`src/rtl/portfolio_ledger_if.sv`:
```
// Trade/price bus between the price generator, the trader and the ledger.
interface portfolio_ledger_if;
  logic        price_valid;
  logic [7:0]  price;
  logic        buy_req;
  logic        sell_req;
  logic [3:0]  qty;
  logic        busy;
  logic        trade_ok;
  logic        trade_reject;
  logic [15:0] cash;
  logic [7:0]  shares;
  logic [16:0] net_worth;

  modport master (
    output price_valid, price, buy_req, sell_req, qty,
    input  busy, trade_ok, trade_reject, cash, shares, net_worth
  );

  modport slave (
    input  price_valid, price, buy_req, sell_req, qty,
    output busy, trade_ok, trade_reject, cash, shares, net_worth
  );
endinterface

```
`src/rtl/portfolio_ledger.sv`:
```
// Cash/share ledger: shift-add priced trades, accept/reject checks and
// net worth revaluation whenever the holding or the stock price changes.
module portfolio_ledger #(
  parameter logic [15:0] START_CASH = 16'd1000
) (
  input  logic               clock_50,
  input  logic               reset,
  portfolio_ledger_if.slave  bus
);

  localparam int unsigned CASH_W  = 16;
  localparam int unsigned SHR_W   = 8;
  localparam int unsigned PRICE_W = 8;
  localparam int unsigned QTY_W   = 4;
  localparam int unsigned COST_W  = 12;
  localparam int unsigned ACC_W   = 16;
  localparam int unsigned NET_W   = 17;

  typedef enum logic [1:0] {IDLE, MUL_TRADE, DECIDE, VALUE} state_t;

  state_t               state;
  logic [2:0]           cnt;
  logic [ACC_W-1:0]     acc;
  logic [ACC_W-1:0]     mcand;
  logic [SHR_W-1:0]     mplier;
  logic [QTY_W-1:0]     t_qty;
  logic                 t_buy;
  logic                 t_conflict;
  logic [PRICE_W-1:0]   price_reg;
  logic [PRICE_W-1:0]   pend_price;
  logic                 pend_flag;
  logic [CASH_W-1:0]    cash_q;
  logic [SHR_W-1:0]     shares_q;
  logic [NET_W-1:0]     net_q;
  logic                 busy_q;
  logic                 ok_q;
  logic                 rej_q;

  // Datapath helpers
  logic [ACC_W-1:0]     acc_sum;
  logic                 have_price;
  logic [PRICE_W-1:0]   new_price;
  logic [PRICE_W-1:0]   eff_price;
  logic                 req;
  logic [COST_W-1:0]    cost;
  logic                 buy_ok;
  logic                 sell_ok;
  logic                 accept;
  logic [CASH_W-1:0]    cash_nxt;
  logic [SHR_W-1:0]     shares_nxt;

  // A newer pulse wins over a parked price when both are present in IDLE.
  always_comb begin
    acc_sum    = acc + (mplier[0] ? mcand : ACC_W'(0));
    have_price = bus.price_valid | pend_flag;
    new_price  = bus.price_valid ? bus.price : pend_price;
    eff_price  = have_price ? new_price : price_reg;
    req        = bus.buy_req | bus.sell_req;
  end

  always_comb begin
    cost       = acc[COST_W-1:0];
    buy_ok     = (CASH_W'(cost) <= cash_q) &&
                 ((9'(shares_q) + 9'(t_qty)) <= 9'd255);
    sell_ok    = (SHR_W'(t_qty) <= shares_q) &&
                 ((NET_W'(cash_q) + NET_W'(cost)) <= NET_W'(65535));
    accept     = !t_conflict && (t_qty != '0) && (t_buy ? buy_ok : sell_ok);
    cash_nxt   = cash_q;
    shares_nxt = shares_q;
    if (t_buy) begin
      cash_nxt   = cash_q - CASH_W'(cost);
      shares_nxt = shares_q + SHR_W'(t_qty);
    end else begin
      cash_nxt   = cash_q + CASH_W'(cost);
      shares_nxt = shares_q - SHR_W'(t_qty);
    end
  end

  always_ff @(posedge clock_50 or negedge reset) begin
    if (!reset) begin
      state      <= IDLE;
      cnt        <= '0;
      acc        <= '0;
      mcand      <= '0;
      mplier     <= '0;
      t_qty      <= '0;
      t_buy      <= 1'b0;
      t_conflict <= 1'b0;
      price_reg  <= '0;
      pend_price <= '0;
      pend_flag  <= 1'b0;
      cash_q     <= START_CASH;
      shares_q   <= '0;
      net_q      <= NET_W'(START_CASH);
      busy_q     <= 1'b0;
      ok_q       <= 1'b0;
      rej_q      <= 1'b0;
    end else begin
      ok_q  <= 1'b0;
      rej_q <= 1'b0;

      // Prices arriving mid-operation are parked, never fed to live operands.
      if (state != IDLE && bus.price_valid) begin
        pend_price <= bus.price;
        pend_flag  <= 1'b1;
      end

      case (state)
        IDLE: begin
          if (have_price) begin
            price_reg <= new_price;
            pend_flag <= 1'b0;
          end
          if (req) begin
            t_qty      <= bus.qty;
            t_buy      <= bus.buy_req;
            t_conflict <= bus.buy_req & bus.sell_req;
            acc        <= '0;
            mcand      <= ACC_W'(eff_price);
            mplier     <= (bus.buy_req & bus.sell_req) ? '0 : SHR_W'(bus.qty);
            cnt        <= '0;
            busy_q     <= 1'b1;
            state      <= MUL_TRADE;
          end else if (have_price) begin
            acc    <= '0;
            mcand  <= ACC_W'(new_price);
            mplier <= shares_q;
            cnt    <= '0;
            busy_q <= 1'b1;
            state  <= VALUE;
          end
        end

        MUL_TRADE: begin
          acc    <= acc_sum;
          mcand  <= mcand << 1;
          mplier <= mplier >> 1;
          cnt    <= cnt + 3'd1;
          if (cnt == 3'd3) state <= DECIDE;
        end

        DECIDE: begin
          if (accept) begin
            cash_q   <= cash_nxt;
            shares_q <= shares_nxt;
            ok_q     <= 1'b1;
            acc      <= '0;
            mcand    <= ACC_W'(price_reg);
            mplier   <= shares_nxt;
            cnt      <= '0;
            state    <= VALUE;
          end else begin
            rej_q  <= 1'b1;
            busy_q <= 1'b0;
            state  <= IDLE;
          end
        end

        VALUE: begin
          acc    <= acc_sum;
          mcand  <= mcand << 1;
          mplier <= mplier >> 1;
          cnt    <= cnt + 3'd1;
          if (cnt == 3'd7) begin
            net_q  <= NET_W'(cash_q) + NET_W'(acc_sum);
            busy_q <= 1'b0;
            state  <= IDLE;
          end
        end

        default: begin
          busy_q <= 1'b0;
          state  <= IDLE;
        end
      endcase
    end
  end

  assign bus.busy         = busy_q;
  assign bus.trade_ok     = ok_q;
  assign bus.trade_reject = rej_q;
  assign bus.cash         = cash_q;
  assign bus.shares       = shares_q;
  assign bus.net_worth    = net_q;

endmodule

```
`src/flat_wrapper.sv`:
```
// flat-port wrapper written by rule: the top's interface ports become plain ports
module portfolio_ledger_flat 
#(
  parameter logic [15:0] START_CASH = 16'd1000
)
  (clock_50, reset, bus_price_valid, bus_price, bus_buy_req, bus_sell_req, bus_qty, bus_busy, bus_trade_ok, bus_trade_reject, bus_cash, bus_shares, bus_net_worth);
  portfolio_ledger_if bus_i ();
  input  logic clock_50;
  input  logic reset;
  input wire logic [$bits(bus_i.price_valid)-1:0] bus_price_valid;
  input wire logic [$bits(bus_i.price)-1:0] bus_price;
  input wire logic [$bits(bus_i.buy_req)-1:0] bus_buy_req;
  input wire logic [$bits(bus_i.sell_req)-1:0] bus_sell_req;
  input wire logic [$bits(bus_i.qty)-1:0] bus_qty;
  output wire logic [$bits(bus_i.busy)-1:0] bus_busy;
  output wire logic [$bits(bus_i.trade_ok)-1:0] bus_trade_ok;
  output wire logic [$bits(bus_i.trade_reject)-1:0] bus_trade_reject;
  output wire logic [$bits(bus_i.cash)-1:0] bus_cash;
  output wire logic [$bits(bus_i.shares)-1:0] bus_shares;
  output wire logic [$bits(bus_i.net_worth)-1:0] bus_net_worth;
  assign bus_i.price_valid = bus_price_valid;
  assign bus_i.price = bus_price;
  assign bus_i.buy_req = bus_buy_req;
  assign bus_i.sell_req = bus_sell_req;
  assign bus_i.qty = bus_qty;
  assign bus_busy = bus_i.busy;
  assign bus_trade_ok = bus_i.trade_ok;
  assign bus_trade_reject = bus_i.trade_reject;
  assign bus_cash = bus_i.cash;
  assign bus_shares = bus_i.shares;
  assign bus_net_worth = bus_i.net_worth;
  portfolio_ledger #(.START_CASH(START_CASH)) u_core (.clock_50(clock_50), .reset(reset), .bus(bus_i));
endmodule
```
`config.mk`:
```
export PLATFORM = sky130hd
export DESIGN_NAME = portfolio_ledger_flat
export DESIGN_NICKNAME = d
export VERILOG_FILES = /design/src/rtl/portfolio_ledger_if.sv /design/src/rtl/portfolio_ledger.sv /design/src/flat_wrapper.sv
export SDC_FILE = /design/constraint.sdc
export NUM_CORES = 1
export LEC_CHECK = 0
export ABC_AREA = 0
export CORE_ASPECT_RATIO = 0.7
export CORE_MARGIN = 2
export CORE_UTILIZATION = 45
export DETAILED_ROUTE_END_ITERATION = 10
export PLACE_DENSITY_LB_ADDON = 0.1
export SLEW_MARGIN = 10
export SYNTH_ARGS = -nofsm -noshare
export SYNTH_HDL_FRONTEND = slang
export SYNTH_SLANG_ARGS = --single-unit
```
`constraint.sdc`:
```
create_clock -name clock_50 -period 7.21 [get_ports clock_50]
set_clock_uncertainty 0.05 [all_clocks]
set_input_delay 1.442 -clock clock_50 [delete_from_list [all_inputs] [get_ports clock_50]]
set_output_delay 1.442 -clock clock_50 [all_outputs]
set_load 0.01 [all_outputs]
```
==> results of run 1 <==
[through the flow]
| stage | util | power (mW) | worst slack, ns | hold WS (ns) |
|---|---|---|---|---|
| floorplan | - | 3.09 | 3.62 | 0.395 |
| global placement | 0.504 | 3.89 | 3.21 | 0.412 |
| detailed placement | 0.504 | 3.94 | 3.04 | 0.419 |
| CTS | 0.523 | 4.50 | 2.99 | 0.438 |
| global route | 0.523 | 4.87 | 2.52 | 0.457 |
| finish | 0.523 | 4.51 | 2.98 | 0.431 |
[layout make-up]
type / count / share of cell area
Inverter: 43 / 0.0180
Timing Repair Buffer: 66 / 0.0716
Sequential cell: 112 / 0.314
Multi-Input combinational cell: 655 / 0.529
Clock inverter: 7 / 0.0105
Clock buffer: 9 / 0.0251
Tap cell: 231 / 0.0322
[how the worst min path moves through the flow]
stage	endpoint	slack [ns]	depth (start not counted)
floorplan	u_core.price_reg[1]	0.39	2
global placement	u_core.price_reg[6]	0.41	2
detailed placement	u_core.bus.net_worth[2]	0.42	2
CTS	u_core.bus.net_worth[2]	0.44	2
global route	u_core.bus.net_worth[7]	0.46	2
finish	u_core.bus.net_worth[9]	0.43	2
[report_power, final]
part / total (mW) / switching (mW) / internal, mW
sequential: 1.25 / 0.334 / 0.914
clock: 0.547 / 0.293 / 0.254
combinational: 2.71 / 1.50 / 1.22
total: 4.51 / 2.12 / 2.38
[critical path, stage by stage, from the launching register on]
cell	delay (ns)
dfrtp_1	0.53
and2_1	0.24
ha_1	0.38
inv_2	0.05
o31ai_2	0.36
nand4_1	0.17
a311oi_1	0.46
a41o_1	0.29
nor2_1	0.06
xnor2_1	0.16
ha_1	0.25
or3_1	0.34
o311ai_0	0.43
a21oi_1	0.14
o31ai_1	0.23
[layout by cell type, fill, tap and decap left out, types with 5 or more instances in the layout]
cell type        count
nand2_1             93
mux2_4              18
ha_1                66
clkdlybuf4s50_1     59
or3_1               11
nor3_1              18
and2_1              19
nor2b_1              5
inv_1               41
o211ai_1             5
o21ai_0             62
buf_4                7
o21bai_1             8
a22o_1              16
a21o_1              16
nand2b_1             5
mux2i_1             10
xnor2_1             28
xor2_1              17
o31ai_1              6
mux2_2              11
a211oi_1            10
dfrtp_1            100
o22ai_1              5
nor2_1              50
dfstp_2             12
o21a_1               6
clkbuf_16            9
a21oi_1             53
o21ai_1             22
nand3_1             10
fa_1                 6
[metal layers]
layer  part of all wire  routed length (um)  vias to the layer above
met5                  0                   0                        -
met4             0.0080                 170                        0
met3              0.061                1290                       14
met2               0.43                9120                      160
met1               0.50               10700                     3171
li1                   -                   -                     3126
[logic make-up (layout without fill, tap and decap cells)]
| kind of cell | Yosys count | after routing | share of synthesized area |
|---|---|---|---|
| buf+inv | 78 | 125 | 0.0425 |
| xor+xnor | 45 | 45 | 0.0499 |
| fa+ha+maj | 72 | 72 | 0.120 |
| compound gates | 259 | 259 | 0.222 |
| flops | 112 | 112 | 0.357 |
| simple gates | 237 | 237 | 0.142 |
| mux | 42 | 42 | 0.0669 |
==> impl_metrics.py, run 1 <==
metrics = {
    "routing": {
        "dr.pass1.iters": 4,
        "vias_per_cell": 5.76,
        "drtIter0Drc": 491,
        "drcViolationCount": 0,
        "wl_um": 21300,
        "wl_per_cell_um": 19.0,
        "antenna_left": 0,
        "dr_total_vias": 6471,
    },
    "cts": {
        "cts_setup_buffers": 0,
        "root_buffer": "clkbuf_16",
        "ctsHtreeMaxLevel": 3,
        "ctsResizeCount": 0,
        "cts_tree": "built",
        "cts_sinks": 112,
        "clkTransAtPathRegs_ns": 0.09,
        "hold_buffers": 0,
        "insertion_delay_ns": 0.38,
        "clk_path_buf_depth": 2,
        "cts_buffers": 9,
    },
    "job": {
        "maxCapViolations": 0,
    },
    "setup_path": {
        "cp-start-kind": "register",
        "cp-end-kind": "register",
        "crit_required_ns": 7.45,
        "crit_end": "u_core.bus.net_worth[15]",
        "crit_type": "register to register",
        "worstSetupStartpoint": "u_core.mplier[0]",
        "r2r_start": "u_core.mplier[0]",
        "worstPathMaxFanout": 17,
        "reg2reg_depth": 14,
        "r2r_slack_ns": 2.98,
        "reg2reg_to": "u_core.bus.net_worth[15]",
        "cp.arrival_ns": 4.47,
    },
    "timing": {
        "setup_viol": 0,
        "tns_ns": 0,
        "fin_crit_ns": 4.23,
        "slew_headroom": 0.178,
        "finalHoldViolations": 0,
        "worst_pin_slew_ns": 1.23,
        "fin_crit_sh": 0.586,
        "max_clock_freq_ghz": 0.236,
        "rsz0062_at_grt": "false",
        "finalMaxSlewViolations": 0,
    },
    "yosys": {
        "synthTopCellsByCount": "dfrtp_1, nand2_1, ha_1, o21ai_0, a21oi_1",
        "synth_ff_type": "dfrtp_1",
        "async_flop_share": 1.00,
        "synth_area_leader_cell": "dfrtp_1",
        "synth_top_area_frac": 0.317,
        "synthTopCellsByArea": "dfrtp_1, ha_1, nand2_1, dfstp_2, o21ai_0",
        "synth.most_common_cell": "dfrtp_1",
        "synthCells": 845,
        "synth.distinct_cells": 78,
        "ys_ff_latch": 112,
        "mappedNetlistArea_um2": 7890,
        "ys_seq_area_frac": 0.357,
        "synth_enable_flop_cells": 0,
        "yosysWarnings": 0,
        "avgSynthCellArea_um2": 9.34,
        "syn_nets": 934,
    },
    "layout": {
        "regArea_um2": 2820,
        "nets": 976,
        "antennaDiodeCount": 0,
        "largest_register_ffs": 17,
        "fin_area_um2": 8980,
        "drive_above_1_share": 0.102,
        "multi_input_area_um2": 4750,
        "final_cells": 1123,
        "synthToLayoutAreaGrowth_pct": 13.7,
        "n_fill_cell": 1574,
    },
    "placement": {
        "globalplace.congestion": 0.901,
        "place_area_um2": 8660,
        "hpwlAfterDp_um": 16000,
        "port-buffer-count": 60,
        "dp.cells": 1107,
    },
    "floorplan": {
        "core_area_um2": 17200,
        "dieHeight_um": 115,
        "die-area_um2": 18600,
        "row_count": 40,
        "ioPinCount": 61,
        "fp.dieW_um": 162,
        "initial_core_util": 0.460,
    },
    "power_and_ir_drop": {
        "cellPowerDensity_nw_per_um2": 502,
        "irDropWorstVdd_mv": 0.189,
        "p_leak_nw": 4.12,
    },
    "global_routing": {
        "antenna_found_initial": 0,
        "grt_pass1_vias": 6320,
        "grt_overflow": 0,
        "grt.busiest_layer": "met1",
        "grt_use_met2": 0.343,
        "grt_use_met1": 0.364,
        "grt_pass1_wl_um": 34300,
        "met3_usage": 0.0527,
        "grt_max_degree": 62,
        "grt_use_total": 0.237,
    },
    "status": {
        "status": "complete, no violations",
    },
    "min_path": {
        "min_from": "u_core.bus.net_worth[9]",
        "hp-class": "register to register",
    },
}
Note: power is estimated with default switching activity, not from simulation.
==> inputs of run 2 (changes only) <==
==> constraint.sdc (replaced) <==
create_clock -name clock_50 -period 3.5 [get_ports clock_50]
set_clock_uncertainty 0.05 [all_clocks]
set_input_delay 0.7 -clock clock_50 [delete_from_list [all_inputs] [get_ports clock_50]]
set_output_delay 0.7 -clock clock_50 [all_outputs]
set_load 0.01 [all_outputs]
==> run 2 against run 1 <==
  * The flow now finishes with violations (negative setup slack)
  * Worst hold slack worse by 0.12 ns
  * Cell count is 8.1% higher
  * Core utilization is 6.8 points higher
==> impl_metrics.py, run 2 (synthesized netlist as in run 1, its figures left out) <==
metrics = {
    "layout": {
        "final_common_cell": "dfrtp_1",
        "most-common-layout-cells": "dfrtp_1, buf_4, nand2_1",
        "multi_input_area_um2": 5220,
        "regArea_um2": 2820,
        "nets": 1066,
        "largest_register_ffs": 17,
        "fin_area_um2": 10100,
        "final_core_util": 0.591,
        "synthToLayoutAreaGrowth_pct": 28.5,
        "n_fill_cell": 1452,
        "drive_above_1_share": 0.249,
    },
    "routing": {
        "wl_per_cell_um": 19.3,
        "drtIter0Drc": 550,
        "wl_um": 23400,
        "vias_per_cell": 5.78,
        "dr.pass1.iters": 5,
        "drcViolationCount": 0,
        "antenna_left": 0,
        "dr_total_vias": 7014,
    },
    "setup_path": {
        "worstSetupStartpoint": "u_core.mplier[0]",
        "worstPathMaxFanout": 5,
        "crit_family": "compound AO/OA/AOI/OAI gates",
        "worst_path_largest_cell_delay_ns": 0.42,
        "r2r_slack_ns": -0.21,
        "cp.arrival_ns": 3.92,
        "reg2reg_depth": 16,
        "cp-start-kind": "register",
        "crit_required_ns": 3.71,
        "r2r_start": "u_core.mplier[0]",
        "path_depth": 16,
        "path_cells": "buf_6 -> and2_4 -> ha_4 -> o21ai_4 -> o31ai_4 -> nand4_1 -> a311oi_2 -> a21oi_1 -> xnor2_1 -> ha_2 -> nand3_2 -> nand2_4 -> buf_4 -> o311ai_4 -> a21oi_2 -> o31ai_1",
        "crit_end": "u_core.bus.net_worth[15]",
        "cp-end-kind": "register",
        "reg2reg_to": "u_core.bus.net_worth[15]",
        "path_buf_inv": 2,
        "cp_slowest_cell": "dfrtp_1",
        "crit_type": "register to register",
    },
    "status": {
        "status": "finished, violations left",
        "violations": "negative setup slack",
    },
    "power_and_ir_drop": {
        "power.total_mw": 10.7,
        "p_leak_nw": 4.65,
        "cellPowerDensity_nw_per_um2": 1050,
        "irDropWorstVdd_mv": 0.468,
    },
    "cts": {
        "clkTransAtPathRegs_ns": 0.09,
        "ctsHtreeMaxLevel": 3,
        "cts_sinks": 112,
        "cts_tree": "built",
        "clk_path_buf_depth": 2,
        "insertion_delay_ns": 0.37,
        "cts_buffers": 9,
        "root_buffer": "clkbuf_16",
        "hold_buffers": 0,
    },
    "global_routing": {
        "grt_use_total": 0.252,
        "grt_max_degree": 48,
        "grt_overflow": 0,
        "grt_pass1_wl_um": 36700,
        "grt_pass1_vias": 6841,
        "antenna_found_initial": 1,
    },
    "timing": {
        "finalHoldViolations": 0,
        "max_clock_freq_ghz": 0.269,
        "finalMaxSlewViolations": 0,
        "tns_ns": -0.751,
        "fin_crit_sh": 1.06,
        "slew_headroom": 0.417,
        "fin_crit_ns": 3.71,
        "setup_viol": 5,
        "rsz0062_at_grt": "true",
        "worst_pin_slew_ns": 0.869,
        "setup_ws_ns": -0.211,
    },
    "job": {
        "maxCapViolations": 0,
    },
    "min_path": {
        "hp-class": "primary input to asynchronous set/reset pin",
    },
    "placement": {
        "port-buffer-count": 60,
        "place_area_um2": 9200,
        "globalplace.congestion": 0.913,
        "hpwlAfterDp_um": 17200,
    },
    "floorplan": {
        "dieHeight_um": 115,
        "ioPinCount": 61,
        "row_count": 40,
        "core_area_um2": 17200,
        "initial_core_util": 0.460,
        "fp.dieW_um": 162,
        "die-area_um2": 18600,
    },
}
[run 2: worst min path at each step]
stage                             from                 endpoint  depth (start not counted)
2_1_floorplan                    reset            u_core.acc[0]                          0
3_3_place_gp       u_core.price_reg[2]      u_core.price_reg[2]                          2
3_5_place_dp   u_core.bus.net_worth[2]  u_core.bus.net_worth[2]                          2
4_1_cts                          reset  u_core.bus.net_worth[4]                          1
5_1_grt                          reset  u_core.bus.net_worth[4]                          1
6_report                         reset  u_core.bus.net_worth[4]                          1
[run 2: stage by stage]
stage                     std cells  worst slack [ns]  hold slack (ns)
final                          1214            -0.211            0.307
after global routing           1213            -0.355            0.341
after CTS                      1205           -0.0816            0.321
after detailed placement       1175            -0.298            0.423
after global placement         1175            -0.119            0.412
after floorplan                 845           0.00194            0.354
[run 2: area by class of cell]
type,instances,share of cell area
well taps,231,0.0285
inverters,43,0.0159
clock inverters,6,0.00716
repair buffers,156,0.133
clock buffers,10,0.0226
multi-input cells,655,0.515
flip-flops and latches,112,0.278
diodes,1,0.000247
[run 2: what timing repair did]
action                     4_1_cts  5_1_grt
pin swaps                       45       35
gates cloned                     0        0
setup endpoints to repair        5        8
buffers inserted                14        8
resized for setup               45       44
hold endpoints to repair         0        0
[run 2: per-layer routing]
metal	vias up	GRT usage	share of wire
li1	3301	-	-
met1	3517	0.378	0.50
met2	174	0.381	0.45
met3	22	0.0462	0.047
met4	0	0.0519	0.011
met5	-	0	0
[run 2: where the power goes]
| group | leakage (nW) | internal (mW) | switching, mW |
|---|---|---|---|
| clock network | 0.149 | 0.568 | 0.531 |
| logic | 3.11 | 3.40 | 3.69 |
| registers | 1.39 | 1.88 | 0.629 |
| total | 4.65 | 5.85 | 4.85 |
==> RTL edit 1, RTL diff (settings of run 2) <==
The 4 states of `state_t` get a one-hot encoding in 4 bits.
--- a/src/rtl/portfolio_ledger.sv
+++ b/src/rtl/portfolio_ledger.sv
@@ -16,7 +16,7 @@
   localparam int unsigned ACC_W   = 16;
   localparam int unsigned NET_W   = 17;
 
-  typedef enum logic [1:0] {IDLE, MUL_TRADE, DECIDE, VALUE} state_t;
+  typedef enum logic [3:0] {IDLE = 4'b0001, MUL_TRADE = 4'b0010, DECIDE = 4'b0100, VALUE = 4'b1000} state_t;
 
   state_t               state;
   logic [2:0]           cnt;
Behaviour: no difference found for any inputs over 4 cycles, from zero or initial values and one cycle with reset low; so few cycles prove little.
==> RTL edit 1 against run 2 <==
The flow still finishes with violations (negative setup slack); sequential share of layout area shrank 0.79 points; wire length shrank 0.61%; design area grew 4.8%; synthesized area grew 5.4%; worst setup slack gained 0.089 ns; sequential cell count grew 2; clock power grew 64%; total power shrank 19%.
==> RTL edit 1: results (changes against run 2) <==
stage,metric,value,unit,change
critical_path,arrival time at the worst endpoint,3.86,ns,-0.06 ns
logic_synthesis,Post-Syn Nets,955,,+2.2%
placed_design,Area after DPL,9700,um2,+5.5%
global_route,vias in the first global route,7262,,+6.2%
logic_synthesis,mean post-synth cell area,9.60,um2,+2.8%
logic_synthesis,Synth top cells by count,"dfrtp_1, o21ai_0, ha_1",,
global_route,GRT Overall Usage,0.239,,-0.0134
pwr,part of the power in the clock network,0.208,,+0.105
clock_tree,Post-CTS Resized,30,,-33%
placed_design,Post-Place Worst Slack,-0.298,ns,+0.000286 ns
pwr,cell leakage power,4.91,nW,+5.6%
critical_path,CP max stage cell,a2111o_1,,
clock_tree,clock slew at reported path FFs,0.06,ns,-0.03 ns
timing,relative slew slack,0.510,,+0.0932
finish,n_diodes,0,,-1
clock_tree,TritonCTS Buffers,17,,+8
drt,Vias,7275,,+3.7%
global_route,total grt overflow,0,,unchanged
status,status,"complete, but fails checks",,
placed_design,RD Place Congestion,0.932,,+2.0%
pwr,Net Sw Power,0.00359,W,-26%
logic_synthesis,count of cell types in the netlist,82,,+5.1%
finish,final cell count without fillers,1243,,+2.4%
critical_path,Crit Path Max Fanout,3,,-2
placed_design,Cell Count Post-Placement,1201,,+2.2%
global_route,first-pass GRT wire length,37600,um,+2.5%
pwr,Overall Power,0.00864,W,-19%
timing,setup tns final,-0.152,ns,+0.599 ns
pwr,Logic pwr share,0.550,,-0.112
status,failing checks,negative setup slack,,
logic_synthesis,Synth area leaders,"dfrtp_1, ha_1, dfstp_2",,
drt,WL per Instance,18.7,um,-2.9%
timing,setup violators final,3,,-2
clock_tree,number of H-tree levels,4,,+1
pwr,Peak VDD IR,0.432,mV,-7.6%
drt,DRT iter0 DRCs,491,,-11%
clock_tree,worst skew pair latency,0.42,ns,+0.05 ns
placed_design,HPWL after DPL,16900,um,-1.5%
logic_synthesis,Main synth FF type,dfrtp_1,,
logic_synthesis,"Seq/Total Area, Yosys",0.345,,-0.0120
clock_tree,Post-CTS Setup Inserts,10,,-4
global_route,largest net degree at the start of global routing,46,,-4.2%
timing,final worst slack,-0.122,ns,+0.0888 ns
finish,layout cells sized above 1,0.246,,-0.00321
-- RTL edit 1: cell count changes after synthesis, sizes merged, moves of 10 or more --
cell,run 2,this run
o21a,6,17
a22oi,1,15
nand2,94,53
a21oi,55,45
a31oi,4,17
o21ai,85,69
nor2b,5,19
a22o,16,27
-- RTL edit 1: area by class of cell --
| cell class | count | area (um2) |
|---|---|---|
| Fill cell | 1547 | 7430 |
| Multi-Input combinational cell | 668 | 5380 |
| Sequential cell | 114 | 2870 |
| Timing Repair Buffer | 154 | 1340 |
| Clock buffer | 18 | 439 |
| Tap cell | 236 | 295 |
| Clock inverter | 14 | 163 |
| Inverter | 39 | 146 |
-- RTL edit 1: worst register-to-register path: cells and delay by family, from the launching register on --
| kind | cells | cell delay, ns |
|---|---|---|
| xor+xnor | 2 | 0.34 |
| fa+ha+maj | 3 | 0.67 |
| simple gates | 2 | 0.21 |
| compound gates | 7 | 1.63 |
| buf+inv | 2 | 0.20 |
| flops | 1 | 0.40 |
-- RTL edit 1: per-layer routing --
layer  track usage  part of all wire
met1         0.345              0.49
met2         0.365              0.44
met3        0.0528             0.055
met4        0.0539             0.012
met5             0           0.00043
-- RTL edit 1: path summary, 6_finish.rpt --
path	end	slack (ns)
min in group clock_50	u_core.bus.net_worth[7]	0.43
worst min-delay path	u_core.bus.trade_ok	0.24
worst min register to register	u_core.bus.net_worth[7]	0.43
max in group asynchronous	u_core.bus.net_worth[8]	2.30
worst max register to register	u_core.bus.net_worth[15]	-0.12
worst max-delay path	u_core.bus.net_worth[15]	-0.12
-- RTL edit 1: cell families after synthesis --
family | synth area share
xor+xnor | 0.0485
simple gates | 0.131
fa+ha+maj | 0.114
flops | 0.345
mux | 0.0792
compound gates | 0.236
buf+inv | 0.0465
==> RTL edit 2, RTL diff (config.mk and constraints of run 2) <==
Without the edit above. Change the localparam `COST_W` from 12 to 6.
--- a/src/rtl/portfolio_ledger.sv
+++ b/src/rtl/portfolio_ledger.sv
@@ -12,7 +12,7 @@
   localparam int unsigned SHR_W   = 8;
   localparam int unsigned PRICE_W = 8;
   localparam int unsigned QTY_W   = 4;
-  localparam int unsigned COST_W  = 12;
+  localparam int unsigned COST_W  = 6;
   localparam int unsigned ACC_W   = 16;
   localparam int unsigned NET_W   = 17;
 
Behaviour: not the same (a bounded check fails within 10 cycles, from zero or initial values and one cycle with reset low).
==> RTL edit 2 against run 2 <==
The flow still finishes with violations (negative setup slack); worst setup slack better by 0.075 ns; first-iteration DRC count down 36%; wire length decreased by 19%; maximum frequency grew 2.1%; design area decreased by 12%; die area fell by 7.4%; final cell count is 12% lower; sequential cell count did not move; synthesized cell count decreased by 8.9%; synthesized area down 7.6%; critical path depth up 3; total power decreased by 22%; critical path type unchanged; critical endpoint unchanged; highest routed layer unchanged.
==> RTL edit 2: results (changes against run 2) <==
stage,metric,value,unit,change
status,status,"complete, but fails checks",,
status,failing checks,negative setup slack,,
pwr,cell leakage power,4.01,nW,-14%
global_route,vias in the first global route,5890,,-14%
finish,nets,943,,-12%
finish,Fillers,1361,,-6.3%
critical_path,CP Class,reg -> reg,,
global_route,first-pass GRT wire length,30700,um,-16%
logic_synthesis,post-synthesis compound-gate area fraction,0.199,,-0.0229
timing,setup violators final,6,,+1
clock_tree,Bufs on Longest Clock Path,2,,unchanged
finish,cell area after layout,8920,um2,-12%
finish,layout cells sized above 1,0.175,,-0.0750
global_route,GRT Overall Usage,0.223,,-0.0291
timing,Worst Tran Pin Value,0.954,ns,+0.0853 ns
placed_design,Area after DPL,8380,um2,-8.9%
logic_synthesis,count of cell types in the netlist,69,,-12%
logic_synthesis,"Seq/Total Area, Yosys",0.387,,+0.0295
finish,n_diodes,0,,-1
placed_design,RD Place Congestion,0.942,,+3.1%
timing,final worst slack,-0.136,ns,+0.0750 ns
pwr,Net Sw Frac,0.425,,-0.0280
critical_path,Crit Path Max Fanout,6,,+1
placed_design,Buffers on Ports,60,,unchanged
drt,Vias,6053,,-14%
critical_path,critical path launch point,u_core.mplier[0],,
finish,final cell count without fillers,1071,,-12%
placed_design,Cell Count Post-Placement,1044,,-11%
logic_synthesis,Post-Syn Nets,847,,-9.3%
logic_synthesis,multiplexer area fraction after synthesis,0.0618,,-0.00512
drt,DRT iter0 DRCs,354,,-36%
pwr,Peak VDD IR,0.369,mV,-21%
logic_synthesis,Post-Syn Instances,770,,-8.9%
placed_design,HPWL after DPL,14000,um,-18%
logic_synthesis,Synth Area in XOR/XNOR,0.0577,,+0.00773
critical_path,arrival time at the worst endpoint,3.89,ns,-0.03 ns
drt,WL per Instance,17.6,um,-8.5%
logic_synthesis,Synth top cells by count,"dfrtp_1, nand2_1, o21ai_0",,
critical_path,Worst Reg-to-Reg Cells,19,,+3
timing,setup tns final,-0.516,ns,+0.235 ns
global_route,initial antenna violation count,0,,-1
logic_synthesis,Synth area leaders,"dfrtp_1, ha_1, o21ai_0",,
global_route,largest net degree at the start of global routing,55,,+15%
logic_synthesis,Adder-Cell Fraction of Synth Area,0.109,,-0.0107
RTL edit 2: cell count changes after synthesis, sizes merged, moves of 8 or more:
cell          run 2  this run
a21o             16         8
a21oi            55        31
a22o             16        29
ha               66        54
nand2            94        84
xor2             17        25
RTL edit 2: metal layers:
metal / global-route usage / routed length, um / share of wire / vias up
met1: 0.342 / 9720 / 0.51 / 2990
met4: 0.0416 / 126 / 0.0067 / 0
met5: 0 / 0 / 0 / -
li1: - / - / - / 2934
met2: 0.320 / 8160 / 0.43 / 119
met3: 0.0522 / 881 / 0.047 / 10
RTL edit 2: timing repair:
action | CTS | global route
endpoints found under the setup margin | 6 | 11
setup buffers | 6 | 5
pin swaps | 20 | 23
gates resized for setup | 19 | 23
RTL edit 2: cell type report:
| type | instances | share of cell area |
|---|---|---|
| repair buffers | 116 | 0.118 |
| multi-input cells | 585 | 0.487 |
| well taps | 200 | 0.0280 |
| clock buffers | 12 | 0.0276 |
| inverters | 42 | 0.0177 |
| flip-flops and latches | 112 | 0.316 |
| clock inverters | 4 | 0.00589 |
RTL edit 2: worst max-delay path, cell delays in order, from the launching register on:
cell and delay (ns):
dfrtp_2 0.44, and2_4 0.16, ha_4 0.15, buf_6 0.11, a211oi_4 0.25, nor2_2 0.07
o21a_1 0.19, nor3_2 0.16, o21bai_1 0.10, xor2_1 0.18, ha_1 0.33, buf_6 0.11
buf_6 0.08, nand4_1 0.10, o31ai_2 0.28, a21oi_2 0.07, o21bai_2 0.26, a21boi_2 0.11
nor4_2 0.22, a211o_1 0.13
RTL edit 2: per-stage QoR:
stage	setup slack [ns]	hold WS (ns)
2_1_floorplan	0.000904	0.354
3_5_place_dp	-0.230	0.419
5_1_grt	-0.317	0.267
6_report	-0.136	0.243
3_3_place_gp	-0.0518	0.411
4_1_cts	-0.147	0.249
RTL edit 2: power groups by stage:
stage / clock, W / combinational [W] / sequential, W
2_1_floorplan: 0 / 0.00299 / 0.00231
5_1_grt: 0.00114 / 0.00523 / 0.00258
3_3_place_gp: 0 / 0.00435 / 0.00247
4_1_cts: 0.00109 / 0.00454 / 0.00248
3_5_place_dp: 0 / 0.00444 / 0.00248
6_report: 0.00107 / 0.00474 / 0.00249
RTL edit 2: cell families after synthesis:
family	count (synthesis)
XOR/XNOR	48
multiplexers	38
buffers and inverters	73
AND/OR/NAND/NOR	221
AO/OA/AOI/OAI	218
flip-flops	112
adder cells (fa/ha/maj)	60
